$ cat src/rtl/alu_pkg.sv
// alu_pkg: shared opcode/state types and defaults for the ALU command responder.
package alu_pkg;

    localparam int DEFAULT_DATA_W = 8;

    typedef enum logic [2:0] {
        OP_NOP = 3'b000,
        OP_ADD = 3'b001,
        OP_AND = 3'b010,
        OP_XOR = 3'b011,
        OP_MUL = 3'b100,
        OP_RST = 3'b111
    } operation_t;

    typedef enum logic [1:0] {
        IDLE,
        MUL,
        DONE
    } state_t;

    // 101 and 110 are the only unassigned encodings
    function automatic logic is_legal_op(input logic [2:0] op);
        return op != 3'b101 && op != 3'b110;
    endfunction

endpackage

$ cat src/rtl/alu_cmd_responder_if.sv
// alu_cmd_responder_if: start/done ALU command bus; err exists only when ALU_ERR_EN is defined.
interface alu_cmd_responder_if
    import alu_pkg::*;
#(
    parameter int DATA_W = DEFAULT_DATA_W
);
    logic                start;
    logic [2:0]          op;
    logic [DATA_W-1:0]   A;
    logic [DATA_W-1:0]   B;
    logic                done;
    logic [2*DATA_W-1:0] result;
`ifdef ALU_ERR_EN
    logic                err;

    modport master (output start, op, A, B, input done, result, err);
    modport slave  (input start, op, A, B, output done, result, err);
`else
    modport master (output start, op, A, B, input done, result);
    modport slave  (input start, op, A, B, output done, result);
`endif
endinterface

$ cat src/rtl/alu_seq_mul.sv
// alu_seq_mul: iterative shift-add unsigned multiplier; the load edge performs the first of DATA_W steps.
module alu_seq_mul #(
    parameter int DATA_W = 8
) (
    input  logic                clk,
    input  logic                reset,
    input  logic                load,
    input  logic [DATA_W-1:0]   a,
    input  logic [DATA_W-1:0]   b,
    output logic                busy,
    output logic                last,
    output logic [2*DATA_W-1:0] product
);
    localparam int RW = 2 * DATA_W;
    localparam int CW = $clog2(DATA_W) + 1;

    logic [RW-1:0]     acc;
    logic [RW-1:0]     mcand;
    logic [DATA_W-1:0] mplier;
    logic [CW-1:0]     cnt;

    // product is the accumulator after the current step, so it is valid on the edge where last is high
    always_comb begin
        product = acc + (mplier[0] ? mcand : '0);
        last    = busy && cnt == CW'(DATA_W - 1);
    end

    // consume one multiplier bit per cycle; reset discards any partial product
    always_ff @(posedge clk or posedge reset) begin
        if (reset) begin
            acc    <= '0;
            mcand  <= '0;
            mplier <= '0;
            cnt    <= '0;
            busy   <= 1'b0;
        end else if (load) begin
            acc    <= b[0] ? RW'(a) : '0;
            mcand  <= RW'(a) << 1;
            mplier <= b >> 1;
            cnt    <= CW'(1);
            busy   <= 1'b1;
        end else if (busy) begin
            acc    <= product;
            mcand  <= mcand << 1;
            mplier <= mplier >> 1;
            cnt    <= cnt + 1'b1;
            busy   <= !last;
        end
    end
endmodule

$ cat src/rtl/alu_cmd_responder.sv
// alu_cmd_responder: start/done ALU responder; define ALU_ERR_EN to flag illegal opcodes on err.
module alu_cmd_responder
    import alu_pkg::*;
#(
    parameter int DATA_W = DEFAULT_DATA_W
) (
    input logic                clk,
    input logic                reset,
    alu_cmd_responder_if.slave bus
);
    localparam int RW = 2 * DATA_W;

    state_t        state;
    logic          done_q;
    logic [RW-1:0] result_q;
    logic [RW-1:0] alu_res;
    logic [RW-1:0] product;
    logic          mul_load;
    logic          mul_busy;
    logic          mul_last;
`ifdef ALU_ERR_EN
    logic          err_q;

    assign bus.err = err_q;
`endif

    assign bus.done   = done_q;
    assign bus.result = result_q;
    assign mul_load   = state == IDLE && bus.start && bus.op == OP_MUL;

    // single-cycle ops evaluated straight from the bus on the accept edge; no_op and illegal ops hold
    always_comb begin
        alu_res = !is_legal_op(bus.op) ? result_q :
                  bus.op == OP_ADD     ? RW'(bus.A) + RW'(bus.B) :
                  bus.op == OP_AND     ? RW'(bus.A & bus.B) :
                  bus.op == OP_XOR     ? RW'(bus.A ^ bus.B) :
                  bus.op == OP_RST     ? '0 : result_q;
    end

    alu_seq_mul #(.DATA_W(DATA_W)) u_mul (
        .clk     (clk),
        .reset   (reset),
        .load    (mul_load),
        .a       (bus.A),
        .b       (bus.B),
        .busy    (mul_busy),
        .last    (mul_last),
        .product (product)
    );

    // accept in IDLE, iterate in MUL, then spend exactly one cycle in DONE with done high
    always_ff @(posedge clk or posedge reset) begin
        if (reset) begin
            state    <= IDLE;
            done_q   <= 1'b0;
            result_q <= '0;
`ifdef ALU_ERR_EN
            err_q    <= 1'b0;
`endif
        end else begin
            done_q <= 1'b0;
`ifdef ALU_ERR_EN
            err_q  <= 1'b0;
`endif
            case (state)
                IDLE: if (bus.start) begin
                    if (bus.op == OP_MUL) begin
                        state <= MUL;
                    end else begin
                        result_q <= alu_res;
                        done_q   <= 1'b1;
                        state    <= DONE;
`ifdef ALU_ERR_EN
                        err_q    <= !is_legal_op(bus.op);
`endif
                    end
                end
                MUL: if (mul_last) begin
                    result_q <= product;
                    done_q   <= 1'b1;
                    state    <= DONE;
                end else if (!mul_busy) begin
                    state <= IDLE;
                end
                default: state <= IDLE;
            endcase
        end
    end
endmodule

$ cat src/flat_wrapper.sv
// flat-port wrapper written by rule: the top's interface ports become plain ports
module alu_cmd_responder_flat import alu_pkg::*;
#(
    parameter int DATA_W = DEFAULT_DATA_W
)
  (clk, reset, bus_start, bus_op, bus_A, bus_B, bus_done, bus_result);
  alu_cmd_responder_if #(.DATA_W(DATA_W)) bus_i ();
  input logic clk;
  input logic reset;
  input wire logic [$bits(bus_i.start)-1:0] bus_start;
  input wire logic [$bits(bus_i.op)-1:0] bus_op;
  input wire logic [$bits(bus_i.A)-1:0] bus_A;
  input wire logic [$bits(bus_i.B)-1:0] bus_B;
  output wire logic [$bits(bus_i.done)-1:0] bus_done;
  output wire logic [$bits(bus_i.result)-1:0] bus_result;
  assign bus_i.start = bus_start;
  assign bus_i.op = bus_op;
  assign bus_i.A = bus_A;
  assign bus_i.B = bus_B;
  assign bus_done = bus_i.done;
  assign bus_result = bus_i.result;
  alu_cmd_responder #(.DATA_W(DATA_W)) u_core (.clk(clk), .reset(reset), .bus(bus_i));
endmodule
$ cat config.mk
export PLATFORM = sky130hd
export DESIGN_NAME = alu_cmd_responder_flat
export DESIGN_NICKNAME = d
export VERILOG_FILES = /design/src/rtl/alu_pkg.sv /design/src/rtl/alu_cmd_responder_if.sv /design/src/rtl/alu_seq_mul.sv /design/src/rtl/alu_cmd_responder.sv /design/src/flat_wrapper.sv
export SDC_FILE = /design/constraint.sdc
export NUM_CORES = 1
export LEC_CHECK = 0
export BUFFER_PORTS_ARGS = -buffer_cell sky130_fd_sc_hd__buf_2
export CAP_MARGIN = 0
export CORE_MARGIN = 2
export CORE_UTILIZATION = 60
export DETAILED_ROUTE_END_ITERATION = 10
export GPL_TIMING_DRIVEN = 0
export PLACE_DENSITY = 0.81
export SLEW_MARGIN = 30
export SYNTH_ARGS = -nofsm -noshare
export SYNTH_HDL_FRONTEND = slang
export SYNTH_SLANG_ARGS = --single-unit
$ cat constraint.sdc
create_clock -name clk -period 6.4 [get_ports clk]
set_input_delay 0.96 -clock clk [delete_from_list [all_inputs] [get_ports clk]]
set_output_delay 0.96 -clock clk [all_outputs]
set_load 0.005 [all_outputs]
======== Word-level counts from Yosys, hierarchy flattened ========
Index checks and enable logic that the tools add are counted.
storage, ports and cells
  flip-flop bits (word level) ............. 64
  output and inout bits ................... 17
  logic and storage cells ................. 68
operators by class
  add/subtract/negate cells ............... 3
  equality and inequality tests ........... 15
  multiplexer cells ....................... 30
  bitwise logic cells ..................... 2
  reductions and logical operators ........ 10
operators by type and width
  cell                   count
  $mux W16               13
  $pmux W16 S2           1
  $mux W8                3
  $add A16 B16 Y16       1
  $add A8 B8 Y9          1
  $ne A3 B3 Y1 const B   3
  $and A8 B8 Y8          1
  $mux W2                4
  $mux W4                2
  $ne A2 B2 Y1 const B   4
  $xor A8 B8 Y8          1
  $eq A3 B2 Y1 const B   2
  $eq A3 B3 Y1 const B   2
  $reduce_and A6 Y1      1
  $mux W1                5
  $ne A5 B5 Y1 const B   1
  $add A4 B1 Y4 const B  1
  $eq A4 B3 Y1 const B   1
  $logic_and A1 B1 Y1    4
  $pmux W2 S2            1
  $reduce_bool A2 Y1     2
  $eq A3 B1 Y1 const B   1
  $eq A2 B1 Y1 const B   1
  $logic_not A2 Y1       1
  other kinds (3)        3

======== Logic depth before layout (Yosys ltp) ========
  word-level depth ........................ 9
  gate-level depth with buffers ........... 10

======== Modules after synthesis ========
From an unflattened synthesis, not the netlist that was laid out.
second synthesis, totals
  cell total of the unflattened synthesis .. 460
  area, all modules ....................... 4189.0 um^2
by module, submodules not included
  module             times used  cells an instance  area each (um^2)  sequential area each (um^2)
  alu_seq_mul        1           298                2763.9            1076.0
  alu_cmd_responder  1           162                1425.1            475.5

======== Worst setup path after synthesis ========
No wires, ideal clock.
  path type ............................... input -> register
  start ................................... in bus_B[0]
  end ..................................... reg u_core.result_q[8], in the netlist u_core.bus.result[8]
  library setup time ...................... 121 ps
  arrival time ............................ 2607 ps
  data required time ...................... 6279 ps
  setup slack ............................. 3672 ps
  stages .................................. 8
  cell sequence ........................... ha_1 -> fa_1 -> a21o_1 -> a21oi_2 -> o21bai_1 -> a2111oi_0 -> o22a_1 -> o21ai_1
between the ends
  longest elaborated chain between the ends .. 6
ends and longest elaborated chain
  element               RTL line                 RTL
  from (decl)           flat_wrapper.sv:13       input wire logic [$bits(bus_i.B)-1:0] bus_B;
  $add A8 B8 Y9         alu_cmd_responder.sv:34  bus.op == OP_ADD ? RW'(bus.A) + RW'(bus.B) :
  $mux W16              alu_cmd_responder.sv:34
  $mux W16              alu_cmd_responder.sv:33  alu_res = !is_legal_op(bus.op) ? result_q :
  $mux W16              alu_cmd_responder.sv:67  if (bus.op == OP_MUL) begin
  $mux W16              alu_cmd_responder.sv:66  IDLE: if (bus.start) begin
  $pmux W16 S2          alu_cmd_responder.sv:65  case (state)
  to (signal assigned)  alu_cmd_responder.sv:70  result_q <= alu_res;
  to (signal assigned)  alu_cmd_responder.sv:79  result_q <= product;
  to (decl)             alu_cmd_responder.sv:15  logic [RW-1:0] result_q;
Every way passes these cells. The select of a mux whose other input is x is not followed.
A chain may end at the register's enable or synchronous reset.

======== Worst setup path in the final report ========
Same ends and word-level chain as after synthesis.

==> flow_summary.ini <==
[power]
post-layout-total-power_mw = 1.68
power.clock.fraction_pct = 21.3
switching_share_pct = 39.5
power_density_mw_per_mm2 = 374
power.net_switching_mw = 0.662
largest_vdd_supply_drop_mv = 0.240
sequential_share_of_power_pct = 35.9
internal-power_mw = 1.02
total_leakage_power_nw = 2.13
share_comb_of_total_power_pct = 42.8

[worst_hold_path]
whs_path_depth = 2
hold_class = flip-flop to flip-flop
origin_of_the_worst_min_delay_path = u_core.bus.result[3]
min_to = u_core.bus.result[3]

[clock_tree]
cts_buffers = 9
postCtsResizedCells = 0
clock_tree.buffer_depth = 2
hold_buf_count_cts = 0
htree_depth = 3
worstSkewPairLatency_ns = 0.35
clkSinkCount = 62
cts.clk_slew.worst_paths_ns = 0.07
post-cts-setup-buffers = 0
cts-root-buf = clkbuf_8
cts_tree = done

[sta]
clock-skew-final_ns = 0.00826
hold_viol = 0
worst-slew-pin-transition_ns = 0.810
timing.max_slew.rel_slack_pct = 46.0
period_minus_slack_ns = 2.85
setup-tns-final_ns = 0
setup_violations = 0
maximum_achievable_frequency_mhz = 351
hold_ws_ns = 0.482
rsz_0062_raised_after_global_routing = no
final.period_utilization_pct = 44.5
drv_slew = 0

[yosys]
postSynthNetCount = 482
syn_area_mm2 = 0.00399
synth_area_per_cell_um2 = 9.16
ys.warnings.count = 0
postSynthCellCount = 435
dominantRegCellSynth = dfrtp_1
yosysSeqAreaShare_pct = 38.9
synthDistinctLibCells = 46
edff_count_synth = 0
ys_seq_elements = 62
synthArstFlopShare_pct = 100

[grt]
pin_count_of_the_biggest_net_entering_global_routing = 35
gr-total-overflow = 0
grt_first_pass_wirelength_um = 16900
number_of_antenna_violations_at_the_first_check_in_global_routing = 0
grt_usage_pct = 29.8
number_of_global_route_vias_before_repair = 3391

[cells_and_area]
post_route_cells_drive_above_1_share_pct = 17.0
num-nets-final = 531
antenna_fix_cells = 0
flow.area_growth_from_synthesis_pct = 12.6

[critical_path]
timing.critical_path.to_type = flip-flop
critical_path_class = input pin to flip-flop
setup.reg_to_reg.worst_slack_ns = 3.61
arrival_ns = 3.09
critical_path.max_fanout = 8
rr_endpoint = u_core.u_mul.acc[9]
worst_setup_path_start_kind = input pin
cp_data_required_time_ns = 6.64
worstRegToRegCells = 9
rr_startpoint = u_core.u_mul.mplier[0]

[die]
starting_density_pct = 62.4
dieArea_mm2 = 0.00731
floorplan.core_area_mm2 = 0.00639
placement_rows = 29
die_height_um = 85.5
ioPinCount = 39
die_width_um = 85.5

[placed_design]
gp_congestion = 0.960
dp_hpwl_um = 7310
numPortBuffers = 37

[routing]
vias_per_cell = 6.07
drcViolationCount = 0
detail-route-antenna-nets = 0
postRouteWirelength_um = 10000
drt_pre_antenna_iters = 5
vias = 3438
starting_drt_drc_count = 157
avgRoutedWirePerCell_um = 17.7

[run]
drv.max_cap_violation_count = 0

[run_status]
run_status = completed
cells by family (layout without fill, tap and decap cells):
logic type,Yosys count,count (layout),share of synthesized area [%]
compound gates,120,120,18.9
fa+ha+maj,25,25,8.22
xor+xnor,22,22,4.83
simple gates,142,142,16.5
mux,35,35,8.88
flops,62,62,38.9
buf+inv,29,83,3.70
critical path: stages:
cell	delay (ns)
buf_2	0.16
ha_1	0.29
fa_1	0.41
a21o_1	0.20
a21oi_2	0.18
o21bai_1	0.10
a2111oi_0	0.47
o22a_1	0.25
o21ai_1	0.06
worst max-delay path by stage:
stage / from / to / slack (ns) / cells past startpoint
2_1_floorplan: bus_B[0] / u_core.bus.result[8] / 3.67 / 8
4_1_cts: bus_B[0] / u_core.bus.result[8] / 3.59 / 9
5_1_grt: bus_B[0] / u_core.bus.result[8] / 3.41 / 9
3_3_place_gp: reset / u_core.u_mul.mcand[14] / 3.14 / 2
6_report: bus_B[0] / u_core.bus.result[8] / 3.55 / 9
3_5_place_dp: bus_B[0] / u_core.bus.result[8] / 3.24 / 9
cells in the mapped netlist (2+ instances only):
cell type	count	area share, %
xnor2_1	16	3.5
nand4_1	3	0.47
xor2_1	6	1.3
inv_1	7	0.66
nand3b_1	4	0.75
a21o_1	4	0.75
o211ai_1	3	0.56
a31oi_1	3	0.47
nand2_1	57	5.4
nor2b_1	7	1.1
mux2_2	3	0.85
and2_1	13	2.0
o21ai_1	31	3.9
buf_2	9	1.1
mux2i_1	32	8.0
a211oi_1	5	0.94
nor3_1	3	0.38
nand2b_1	6	0.94
o22ai_1	4	0.63
o21bai_1	3	0.56
a32o_1	2	0.50
nand3_1	9	1.1
a21oi_1	26	3.3
a22oi_1	2	0.38
nor2_1	36	3.4
a21oi_2	2	0.44
ha_1	23	7.2
a221oi_1	2	0.44
fa_1	2	1.0
dfrtp_1	62	39
buf_4	5	0.94
a211oi_2	4	1.3
clkbuf_1	6	0.56
o21ai_0	19	2.4
a22o_1	5	1.1
registers in the layout (all words and copies together) (netlist names):
signal and cells:
u_core.bus.result 16, u_core.u_mul.mplier 7, u_core.bus.done 1, u_core.u_mul.mcand 15
u_core.u_mul.acc 16, u_core.u_mul.busy 1, u_core.state 2, u_core.u_mul.cnt 4
power groups by stage:
stage / sequential (mW) / clock [mW] / combinational [mW]
floorplan: 0.584 / 0 / 0.535
global placement: 0.597 / 0 / 0.681
detailed placement: 0.604 / 0 / 0.704
CTS: 0.599 / 0.360 / 0.713
global route: 0.617 / 0.380 / 0.800
finish: 0.602 / 0.358 / 0.718
stage by stage:
stage          worst slack [ns]  cell area (µm²)  cells  utilization, %
6_report                   3.55             4490    566            70.3
3_3_place_gp               3.14             4270    549            66.8
3_5_place_dp               3.24             4290    550            67.2
4_1_cts                    3.59             4490    566            70.3
2_1_floorplan              3.67             3990    435               -
5_1_grt                    3.41             4490    566            70.3
final cells by class:
type                    count  area [µm²]
multi-input cells         344        2290
plain buffers              22         121
well taps                  77        96.3
flip-flops and latches     62        1550
fillers                   515        1900
repair buffers             38         205
clock inverters             4        45.0
inverters                   7        28.8
clock buffers              12         155
metal layers:
layer  GRT usage (%)  routed length [µm]  vias to the layer above
li1                -                   -                     1640
met1            41.3                4510                     1623
met2            45.5                4500                      147
met3            7.89                 757                       28
met4            10.8                 250                        0
met5               0                   0                        -
cells in the final DEF, fill, tap and decap left out, drive strengths merged, types with 5 or more instances in the layout:
cell / Yosys / routed
a21oi: 28 / 28
a211oi: 9 / 9
nor2: 36 / 36
a22o: 5 / 5
buf: 15 / 53
mux2i: 32 / 32
nand2: 57 / 57
dfrtp: 62 / 62
o21ai: 51 / 51
xnor2: 16 / 16
nand2b: 6 / 6
and2: 13 / 13
nor2b: 7 / 7
clkbuf: 7 / 19
inv: 7 / 7
nand3: 9 / 9
xor2: 6 / 6
ha: 23 / 23
(Power assumes the default switching activity.)
